`src/rtl/rpn_calc_pkg.sv`:
```
// Shared definitions for the RPN calculator: token codes, sequencer states and ALU ops.
package rpn_calc_pkg;

  localparam logic [3:0] OP_ADD = 4'hA;
  localparam logic [3:0] OP_SUB = 4'hB;
  localparam logic [3:0] OP_MUL = 4'hC;
  localparam logic [3:0] OP_EQ  = 4'hE;
  localparam logic [3:0] OP_CLR = 4'hF;

  typedef enum logic [3:0] {
    S_IDLE   = 4'd0,
    S_PUSH_N = 4'd1,
    S_POP_B  = 4'd2,
    S_POP_A  = 4'd3,
    S_EXEC   = 4'd4,
    S_PUSH_Y = 4'd5,
    S_FINISH = 4'd6,
    S_DONE   = 4'd7,
    S_ERROR  = 4'd8,
    S_CLR    = 4'd9
  } seq_state_t;

  typedef enum logic [1:0] {
    ALU_ADD = 2'd0,
    ALU_SUB = 2'd1,
    ALU_MUL = 2'd2
  } alu_op_t;

  function automatic alu_op_t op_to_alu(input logic [3:0] code);
    alu_op_t op;
    case (code)
      OP_SUB:  op = ALU_SUB;
      OP_MUL:  op = ALU_MUL;
      default: op = ALU_ADD;
    endcase
    return op;
  endfunction

endpackage

```
`src/rtl/operand_stack.sv`:
```
// Operand stack: DEPTH x WIDTH register array with one push or one pop per cycle,
// flush (optionally combined with a push to restart at depth 1) and a registered top.
module operand_stack
  import rpn_calc_pkg::*;
#(
  parameter int DEPTH = 8,
  parameter int WIDTH = 32
) (
  input  logic                         clk,
  input  logic                         reset_n,
  input  logic                         i_push,
  input  logic                         i_pop,
  input  logic                         i_flush,
  input  logic [WIDTH-1:0]             i_data,
  output logic [WIDTH-1:0]             o_top,
  output logic [$clog2(DEPTH+1)-1:0]   o_depth
);

  localparam int CW = $clog2(DEPTH + 1);
  localparam int AW = $clog2(DEPTH);

  logic [WIDTH-1:0] r_mem [DEPTH];
  logic [CW-1:0]    r_cnt;
  logic [WIDTH-1:0] r_top;
  logic [AW-1:0]    w_wr_idx;
  logic [AW-1:0]    w_below_idx;
  logic             w_full;
  logic             w_empty;

  // DEPTH is a power of two, so modulo-DEPTH index arithmetic stays exact at full depth
  assign w_wr_idx    = r_cnt[AW-1:0];
  assign w_below_idx = w_wr_idx - AW'(2);
  assign w_full      = (r_cnt == CW'(DEPTH));
  assign w_empty     = (r_cnt == {CW{1'b0}});

  // Array, pointer and cached top update
  always_ff @(posedge clk or negedge reset_n) begin
    if (!reset_n) begin
      r_cnt <= '0;
      r_top <= '0;
      for (int i = 0; i < DEPTH; i++) begin
        r_mem[i] <= '0;
      end
    end else if (i_flush) begin
      if (i_push) begin
        r_mem[{AW{1'b0}}] <= i_data;
        r_cnt             <= CW'(1);
        r_top             <= i_data;
      end else begin
        r_cnt <= '0;
        r_top <= '0;
      end
    end else if (i_push && !w_full) begin
      r_mem[w_wr_idx] <= i_data;
      r_cnt           <= r_cnt + CW'(1);
      r_top           <= i_data;
    end else if (i_pop && !w_empty) begin
      r_cnt <= r_cnt - CW'(1);
      r_top <= (r_cnt >= CW'(2)) ? r_mem[w_below_idx] : '0;
    end else begin
      r_cnt <= r_cnt;
      r_top <= r_top;
    end
  end

  assign o_top   = r_top;
  assign o_depth = r_cnt;

endmodule

```
`src/rtl/rpn_stack_sequencer.sv`:
```
// RPN token sequencer: FSM and ALU driving operand_stack.
// Optional multiplier enabled by defining RPN_SEQ_MUL_EN; otherwise 4'hC is illegal.
module rpn_stack_sequencer
  import rpn_calc_pkg::*;
#(
  parameter int DEPTH = 8,
  parameter int WIDTH = 32
) (
  input  logic                       clk,
  input  logic                       reset_n,
  input  logic                       tok_valid,
  output logic                       tok_ready,
  input  logic                       tok_is_num,
  input  logic [WIDTH-1:0]           tok_num,
  input  logic [3:0]                 tok_op,
  output logic [WIDTH-1:0]           result,
  output logic                       result_valid,
  output logic [WIDTH-1:0]           top,
  output logic [$clog2(DEPTH+1)-1:0] depth,
  output logic                       busy,
  output logic                       err_underflow,
  output logic                       err_overflow,
  output logic                       err_illegal
);

  localparam int CW = $clog2(DEPTH + 1);

  seq_state_t       r_state;
  seq_state_t       w_state_nxt;
  logic             r_rdy;
  logic             r_busy;
  logic [WIDTH-1:0] r_num;
  logic [WIDTH-1:0] r_a;
  logic [WIDTH-1:0] r_b;
  logic [WIDTH-1:0] r_y;
  alu_op_t          r_alu_op;
  logic [WIDTH-1:0] r_result;
  logic             r_result_valid;
  logic             r_err_uf;
  logic             r_err_of;
  logic             r_err_il;

  logic             w_fire;
  logic             w_tok_arith;
  logic             w_push;
  logic             w_pop;
  logic             w_flush;
  logic             w_set_uf;
  logic             w_set_of;
  logic             w_set_il;
  logic             w_clr_err;
  logic [WIDTH-1:0] w_push_data;
  logic [WIDTH-1:0] w_alu_y;
  logic [WIDTH-1:0] w_top;
  logic [CW-1:0]    w_depth;

  assign w_fire = tok_valid & r_rdy;

  operand_stack #(
    .DEPTH (DEPTH),
    .WIDTH (WIDTH)
  ) u_stack (
    .clk     (clk),
    .reset_n (reset_n),
    .i_push  (w_push),
    .i_pop   (w_pop),
    .i_flush (w_flush),
    .i_data  (w_push_data),
    .o_top   (w_top),
    .o_depth (w_depth)
  );

  // Which operator codes are executable arithmetic in this build
  always_comb begin
    w_tok_arith = 1'b0;
    case (tok_op)
      OP_ADD, OP_SUB: w_tok_arith = 1'b1;
`ifdef RPN_SEQ_MUL_EN
      OP_MUL:         w_tok_arith = 1'b1;
`endif
      default:        w_tok_arith = 1'b0;
    endcase
  end

  // ALU: deeper operand (a) is always on the left
  always_comb begin
    w_alu_y = '0;
    case (r_alu_op)
      ALU_ADD: w_alu_y = r_a + r_b;
      ALU_SUB: w_alu_y = r_a - r_b;
`ifdef RPN_SEQ_MUL_EN
      ALU_MUL: w_alu_y = r_a * r_b;
`endif
      default: w_alu_y = r_a + r_b;
    endcase
  end

  // Next-state and stack control
  always_comb begin
    w_state_nxt = r_state;
    w_push      = 1'b0;
    w_pop       = 1'b0;
    w_flush     = 1'b0;
    w_set_uf    = 1'b0;
    w_set_of    = 1'b0;
    w_set_il    = 1'b0;
    w_clr_err   = 1'b0;
    w_push_data = r_num;
    case (r_state)
      S_IDLE: begin
        if (w_fire) begin
          if (tok_is_num) begin
            if (w_depth < CW'(DEPTH)) begin
              w_state_nxt = S_PUSH_N;
            end else begin
              w_set_of    = 1'b1;
              w_state_nxt = S_ERROR;
            end
          end else if (w_tok_arith) begin
            if (w_depth >= CW'(2)) begin
              w_state_nxt = S_POP_B;
            end else begin
              w_set_uf    = 1'b1;
              w_state_nxt = S_ERROR;
            end
          end else if (tok_op == OP_EQ) begin
            if (w_depth == CW'(1)) begin
              w_state_nxt = S_FINISH;
            end else begin
              w_set_uf    = 1'b1;
              w_state_nxt = S_ERROR;
            end
          end else if (tok_op == OP_CLR) begin
            w_state_nxt = S_CLR;
          end else begin
            w_set_il    = 1'b1;
            w_state_nxt = S_ERROR;
          end
        end else begin
          w_state_nxt = S_IDLE;
        end
      end
      S_PUSH_N: begin
        w_push      = 1'b1;
        w_state_nxt = S_IDLE;
      end
      S_POP_B: begin
        w_pop       = 1'b1;
        w_state_nxt = S_POP_A;
      end
      S_POP_A: begin
        w_pop       = 1'b1;
        w_state_nxt = S_EXEC;
      end
      S_EXEC:   w_state_nxt = S_PUSH_Y;
      S_PUSH_Y: begin
        w_push      = 1'b1;
        w_push_data = r_y;
        w_state_nxt = S_IDLE;
      end
      S_FINISH: w_state_nxt = S_DONE;
      S_DONE: begin
        if (w_fire && tok_is_num) begin
          w_flush     = 1'b1;
          w_push      = 1'b1;
          w_push_data = tok_num;
          w_state_nxt = S_IDLE;
        end else if (w_fire && tok_op == OP_CLR) begin
          w_state_nxt = S_CLR;
        end else begin
          w_state_nxt = S_DONE;
        end
      end
      S_ERROR: begin
        if (w_fire && !tok_is_num && tok_op == OP_CLR) begin
          w_state_nxt = S_CLR;
        end else begin
          w_state_nxt = S_ERROR;
        end
      end
      S_CLR: begin
        w_flush     = 1'b1;
        w_clr_err   = 1'b1;
        w_state_nxt = S_IDLE;
      end
      default: w_state_nxt = S_IDLE;
    endcase
  end

  // State register; ready and busy are registered from the next state
  always_ff @(posedge clk or negedge reset_n) begin
    if (!reset_n) begin
      r_state <= S_IDLE;
      r_rdy   <= 1'b0;
      r_busy  <= 1'b0;
    end else begin
      r_state <= w_state_nxt;
      r_rdy   <= (w_state_nxt == S_IDLE) || (w_state_nxt == S_DONE) ||
                 (w_state_nxt == S_ERROR);
      r_busy  <= (w_state_nxt == S_POP_B) || (w_state_nxt == S_POP_A) ||
                 (w_state_nxt == S_EXEC)  || (w_state_nxt == S_PUSH_Y);
    end
  end

  // Operand capture, ALU result and answer register
  always_ff @(posedge clk or negedge reset_n) begin
    if (!reset_n) begin
      r_num          <= '0;
      r_a            <= '0;
      r_b            <= '0;
      r_y            <= '0;
      r_alu_op       <= ALU_ADD;
      r_result       <= '0;
      r_result_valid <= 1'b0;
    end else begin
      if (w_fire && tok_is_num) begin
        r_num <= tok_num;
      end
      if (w_fire && !tok_is_num) begin
        r_alu_op <= op_to_alu(tok_op);
      end
      if (r_state == S_POP_B) begin
        r_b <= w_top;
      end
      if (r_state == S_POP_A) begin
        r_a <= w_top;
      end
      if (r_state == S_EXEC) begin
        r_y <= w_alu_y;
      end
      if (r_state == S_FINISH) begin
        r_result <= w_top;
      end
      r_result_valid <= (r_state == S_FINISH);
    end
  end

  // Sticky error flags, cleared only by CLR or reset
  always_ff @(posedge clk or negedge reset_n) begin
    if (!reset_n) begin
      r_err_uf <= 1'b0;
      r_err_of <= 1'b0;
      r_err_il <= 1'b0;
    end else if (w_clr_err) begin
      r_err_uf <= 1'b0;
      r_err_of <= 1'b0;
      r_err_il <= 1'b0;
    end else begin
      r_err_uf <= r_err_uf | w_set_uf;
      r_err_of <= r_err_of | w_set_of;
      r_err_il <= r_err_il | w_set_il;
    end
  end

  assign tok_ready     = r_rdy;
  assign busy          = r_busy;
  assign result        = r_result;
  assign result_valid  = r_result_valid;
  assign top           = w_top;
  assign depth         = w_depth;
  assign err_underflow = r_err_uf;
  assign err_overflow  = r_err_of;
  assign err_illegal   = r_err_il;

endmodule
```
`config.mk`:
```
export PLATFORM = sky130hd
export DESIGN_NAME = rpn_stack_sequencer
export DESIGN_NICKNAME = d
export VERILOG_FILES = /design/src/rtl/rpn_calc_pkg.sv /design/src/rtl/operand_stack.sv /design/src/rtl/rpn_stack_sequencer.sv
export SDC_FILE = /design/constraint.sdc
export NUM_CORES = 1
export LEC_CHECK = 0
export BUFFER_PORTS_ARGS = -buffer_cell sky130_fd_sc_hd__buf_2
export CORE_UTILIZATION = 60
export DETAILED_ROUTE_END_ITERATION = 7
export PLACE_DENSITY = 0.76
export SLEW_MARGIN = 20
export SYNTH_ARGS = -nofsm -noshare
export SYNTH_HDL_FRONTEND = slang
export SYNTH_SLANG_ARGS = --single-unit
```
`constraint.sdc`:
```
create_clock -name clk -period 5.4 [get_ports clk]
set_clock_uncertainty 0.1 [all_clocks]
set_input_delay 0.54 -clock clk [delete_from_list [all_inputs] [get_ports clk]]
set_output_delay 0.54 -clock clk [all_outputs]
set_load 0.02 [all_outputs]
```
After elaboration in Yosys (flattened, before gate mapping)
Cells that the tools add are included.

storage, ports and cells
  register bits after elaboration = 464
  output and inout port bits = 74

cells by class
  $add $sub $neg = 5
  magnitude comparators = 5
  eq/ne operators = 24
  multiplexer cells = 60
  bitwise gates (word level) = 7
  reductions and logical operators = 25

operator list
  cell                                                                                  count
  32-bit two-way mux                                                                    12
  256-bit bitwise mux                                                                   1
  256-bit two-way mux                                                                   1
  32-bit binary-select mux with 3-bit select                                            1
  32-bit demux with 3-bit select                                                        1
  32-bit one-hot mux with 2 select lines                                                1
  4-bit two-way mux                                                                     12
  4-bit == test (second input constant)                                                 9
  32-bit adder                                                                          1
  32-bit subtractor                                                                     1
  4-bit by 3-bit == test with 1-bit output (second input constant)                      7
  4-bit one-hot mux with 7 select lines                                                 1
  1-bit two-way mux                                                                     27
  4-bit by 2-bit == test with 1-bit output (second input constant)                      4
  4-bit zero test                                                                       3
  4-bit by 1-bit == test with 1-bit output (second input constant)                      2
  4-bit greater-or-equal comparator (second input constant)                             2
  3-bit NOT with 4-bit output                                                           2
  1-bit logical AND                                                                     7
  2-bit OR reduction                                                                    3
  1-bit logical OR                                                                      5
  4-bit by 1-bit adder with 4-bit output (second input constant)                        1
  4-bit by 2-bit greater-or-equal comparator with 1-bit output (second input constant)  1
  4-bit by 1-bit less-than comparator with 1-bit output (second input constant)         1
  other kinds (14)                                                                      20

Longest topological paths before layout
  depth after elaboration = 11
  mapped depth = 18
  mapped depth without buffers = 18

By module
Synthesis repeated with hierarchy kept, for this count alone.

second synthesis, totals
  cell total of the unflattened synthesis = 1797
  area total of the unflattened synthesis = 22668.0 um^2

by module, submodules not included
  module               instances  cells an instance  area an instance (um^2)  seq. area each (um^2)
  operand_stack        1          883                13118.8                  7307.0
  rpn_stack_sequencer  1          914                9549.2                   4304.1

Worst setup path after synthesis
Ideal clock, no wire load.

  kind = register to register
  start = reg r_b[5]
  end = reg r_y[31]
  setup time = 0.066 ns
  data arrival time = 3.403 ns
  required time = 5.234 ns
  slack = 1.831 ns
  cell stages (with the launch flop) = 16
  clock period less this slack = 3.569 ns
  cells stage by stage = dfrtp_1 > nor3_1 > nand2_1 > nor2_1 > nand2_1 > nor4_1 > nor2_1 > xnor2_1 > ha_1 > a211oi_1 > o21bai_1 > or3_1 > o21ai_1 > o21ai_1 > o311a_1 > nand2_1

on the way
  cells in the longest elaborated chain, start to end = 2
  elaborated cells between the ends (all ways) = 3
  classes of those cells = add/sub (2); mux (1)

RTL lines
  element                                            line                                                                             source
  start, declared                                    rpn_stack_sequencer.sv:34                                                        logic [WIDTH-1:0] r_b;
  start signal, assigned                             rpn_stack_sequencer.sv:223                                                       r_b <= w_top;
  32-bit adder or 32-bit subtractor (tied branches)  rpn_stack_sequencer.sv:89, rpn_stack_sequencer.sv:94, rpn_stack_sequencer.sv:90
  32-bit two-way mux *                               --
  end signal, assigned                               rpn_stack_sequencer.sv:229                                                       r_y <= w_alu_y;
  end, declared                                      rpn_stack_sequencer.sv:35                                                        logic [WIDTH-1:0] r_y;

Every way passes the cells marked *; elsewhere a longest branch is shown, timed or not.
A chain may end at the register's enable or synchronous reset.

Worst setup path after layout
Same ends and word-level chain as after synthesis.

==> flow_summary.ini <==
[synth]
syn_area_mm2 = 0.0222
async_reset_ff_frac = 1.00
synth_area_leaders = dfrtp_1 (52%), mux4_2 (6.5%), nand2_1 (6.4%)
synth-compound-area-share = 0.142
yosys.area_share.simple = 0.118
synth.distinct_cells = 72
synthCells = 2148
synth_top_area_frac = 0.523
synth_top_family_by_area = compound AO/OA/AOI/OAI gates
avgSynthCellArea_um2 = 10.3
yosysSeqAreaShare = 0.523
synth_edf_count = 0
syn_nets = 2228
synthMuxAreaShare = 0.131
ys_warn_count = 0
synth_area_leader_cell = dfrtp_1
synth-seq-cells = 464
synthFlopType = dfrtp_1
synth-adder-area-share = 0.0229
synthXorXnorAreaFrac = 0.0245

[worst_hold_path]
hp-start = tok_op[1]
hold_end = r_alu_op[1]$_DFFE_PN0N_
hold_depth = 2
hp-class = in2reg

[placement]
dpl-instance-area_mm2 = 0.0231
gp_congestion = 0.891
place_ws_ps = 1300
hpwl_um = 37300
port_buffers = 113

[cts]
clock-sinks = 464
ctsRootBufferMaster = clkbuf_16
worstSkewPairLatency_ps = 580
cts_made_buffers = 48
cts.path.max_buffers = 3
cts_setup_buffers = 0
htreeDepth = 2
clk_pin_slew_ps = 60
cts_tree = yes

[detailed_routing]
avgViaCountPerCell = 6.12
dr.pass1.iters = 6
drt_iter0_markers = 1256
routedWlPerCell_um = 20.7
postRouteAntennaNets = 0
wl_um = 56300
num_vias = 16600
drc = 0

[critical_path]
start_kind = flip-flop
setup.worst_path.class = reg2reg
r2r-end = r_y[31]$_DFFE_PN0P_
critPathMaxStageDelay_ps = 420
path_max_fanout = 6
crit_top_cell = nand2_1
r2r-start = r_b[5]$_DFFE_PN0P_
arrival_ps = 4610
cp-end-kind = flip-flop
r2r_setup_slack_ps = 1210
slowest_stage = dfrtp_1
worst_r2r_path_depth = 16
crit_required_ps = 5820
crit_chain = nor3_1 > nand2_1 > nor2_1 > nand2_1 > nor4_1 > buf_4 > nor2_1 > xnor2_1 > ha_1 > a211oi_1 > o21bai_1 > or3_1 > o21ai_1 > o21ai_1 > o311a_1 > nand2_1

[layout]
layout.cells.most_common = dfrtp_1
fin_util = 0.678
multiInputGateArea_mm2 = 0.00978
final_cell_mix = dfrtp_1 (461), nand2_1 (367), o21ai_0 (278)
nets = 2292
area_growth_syn_to_layout_pct = 11.5
drive_gt1_frac = 0.189
diodes = 0
final_area_mm2 = 0.0248
regArea_mm2 = 0.0116
fillers = 2710

[job]
drv_cap = 0

[global_route]
grt_pass1_wl_um = 90400
overflow = 0
antenna_found_initial = 0
grt_pass1_vias = 16600
gr-usage-met2 = 0.490
grtUsageMet1 = 0.437
grt-busiest-layer = met2
grt_max_degree = 131
met3_usage = 0.0500
grt_usage = 0.307

[sta]
max_freq_mhz = 239
setup_tns_ps = 0
relSlewSlack = 0.317
fin_crit_sh = 0.776
hold_violations = 0
setup_violations = 0
min_period_ps = 4190
slew_viol_final = 0
setup_slack_ps = 1210
tightest_slew_ps = 1020
rsz0062_at_grt = no

[floorplan]
rows = 70
die_h_um = 194
die_area_mm2 = 0.0378
core_mm2 = 0.0365
die_x_um = 194
initial_core_util = 0.608
ios = 114

[pwr]
total_power_mw = 14.5
power.density_mw_per_mm2 = 584
p_leak_nw = 11.5
ir_worst_vdd_mv = 0.273

[outcome]
status = complete, no violations
==> cell usage after synthesis (3+ instances only) <==
cell type  number
dfrtp_1       464
nand2_1       377
o21ai_0       278
nor2_1        177
a21oi_1       112
mux2_2        101
clkbuf_1       96
inv_1          81
mux4_2         64
ha_1           39
a211oi_1       34
mux2i_1        34
a221oi_1       33
xnor2_1        33
buf_2          30
xor2_1         29
a21o_1         11
nand2b_1       11
and3_1         10
nor3_1          9
a31oi_1         8
nand3_1         8
nand4_1         7
o211ai_1        7
and2_1          6
o21bai_1        6
o21ai_1         5
o31ai_1         5
nor2b_1         4
nor3_2          4
o21a_1          4
o41ai_1         4
buf_6           3
nor3b_1         3
nor4_1          3
o31a_1          3
or2_2           3
or3_1           3
==> routing by layer <==
| metal | up-vias | share of wire |
|---|---|---|
| li1 | 7613 | - |
| met1 | 8365 | 0.44 |
| met2 | 557 | 0.48 |
| met3 | 103 | 0.060 |
| met4 | 0 | 0.025 |
| met5 | - | 0 |
==> critical path, delay by kind of cell, from the launching register on <==
kind / cells / cell delay, ps
xor gates and xnor gates: 1 / 140
adders and majority gates: 1 / 360
buffers and inverters: 1 / 190
AOI/OAI and AO/OA: 5 / 1260
and+or+nand+nor: 8 / 1640
DFF: 1 / 420
==> worst max-delay path by stage <==
stage,cells after the start,slack (ps),end,startpoint
finish,16,1210,r_y[31]$_DFFE_PN0P_,r_b[5]$_DFFE_PN0P_
global route,17,990,r_y[29]$_DFFE_PN0P_,r_b[5]$_DFFE_PN0P_
global placement,16,1380,r_y[31]$_DFFE_PN0P_,r_b[5]$_DFFE_PN0P_
detailed placement,16,1300,r_y[31]$_DFFE_PN0P_,r_b[5]$_DFFE_PN0P_
floorplan,15,1830,r_y[31]$_DFFE_PN0P_,r_b[5]$_DFFE_PN0P_
CTS,16,1270,r_y[31]$_DFFE_PN0P_,r_b[5]$_DFFE_PN0P_
==> timing repair <==
item,CTS,global route
endpoints found under the hold margin,94,0
resized for setup,0,0
hold buffers,1,0
==> power by group <==
part / switching, mW / total, mW / internal, mW
Combinational: 3.18 / 5.44 / 2.25
Clock: 1.38 / 3.35 / 1.98
Sequential: 1.01 / 5.66 / 4.66
Total: 5.57 / 14.5 / 8.88
==> state kept, by name (all words and copies together), names as in the netlist, 4 cells and up <==
name,count
u_stack.o_depth,4
u_stack.r_mem,256
r_num,32
r_b,32
r_state,4
r_a,32
u_stack.o_top,32
r_y,32
result,32
==> cells by family after synthesis <==
group,Yosys count
buffers and inverters,214
adders and majority gates,40
xor gates and xnor gates,62
muxes,199
and+or+nand+nor,636
DFF,464
AOI/OAI and AO/OA,533
==> final cells by class <==
type                            count  area share
Timing Repair Buffer              146      0.0344
Clock inverter                     17     0.00723
Multi-Input combinational cell   1470       0.395
Clock buffer                       70      0.0576
Sequential cell                   464       0.469
Inverter                           82      0.0124
Tap cell                          468      0.0237
==> metrics by stage <==
stage	hold slack, ps	instances
floorplan	144	2148
global placement	357	2629
global route	82.4	2717
finish	92.1	2717
detailed placement	365	2629
CTS	64.1	2717
No activity file was read; power rests on OpenSTA's default activity.
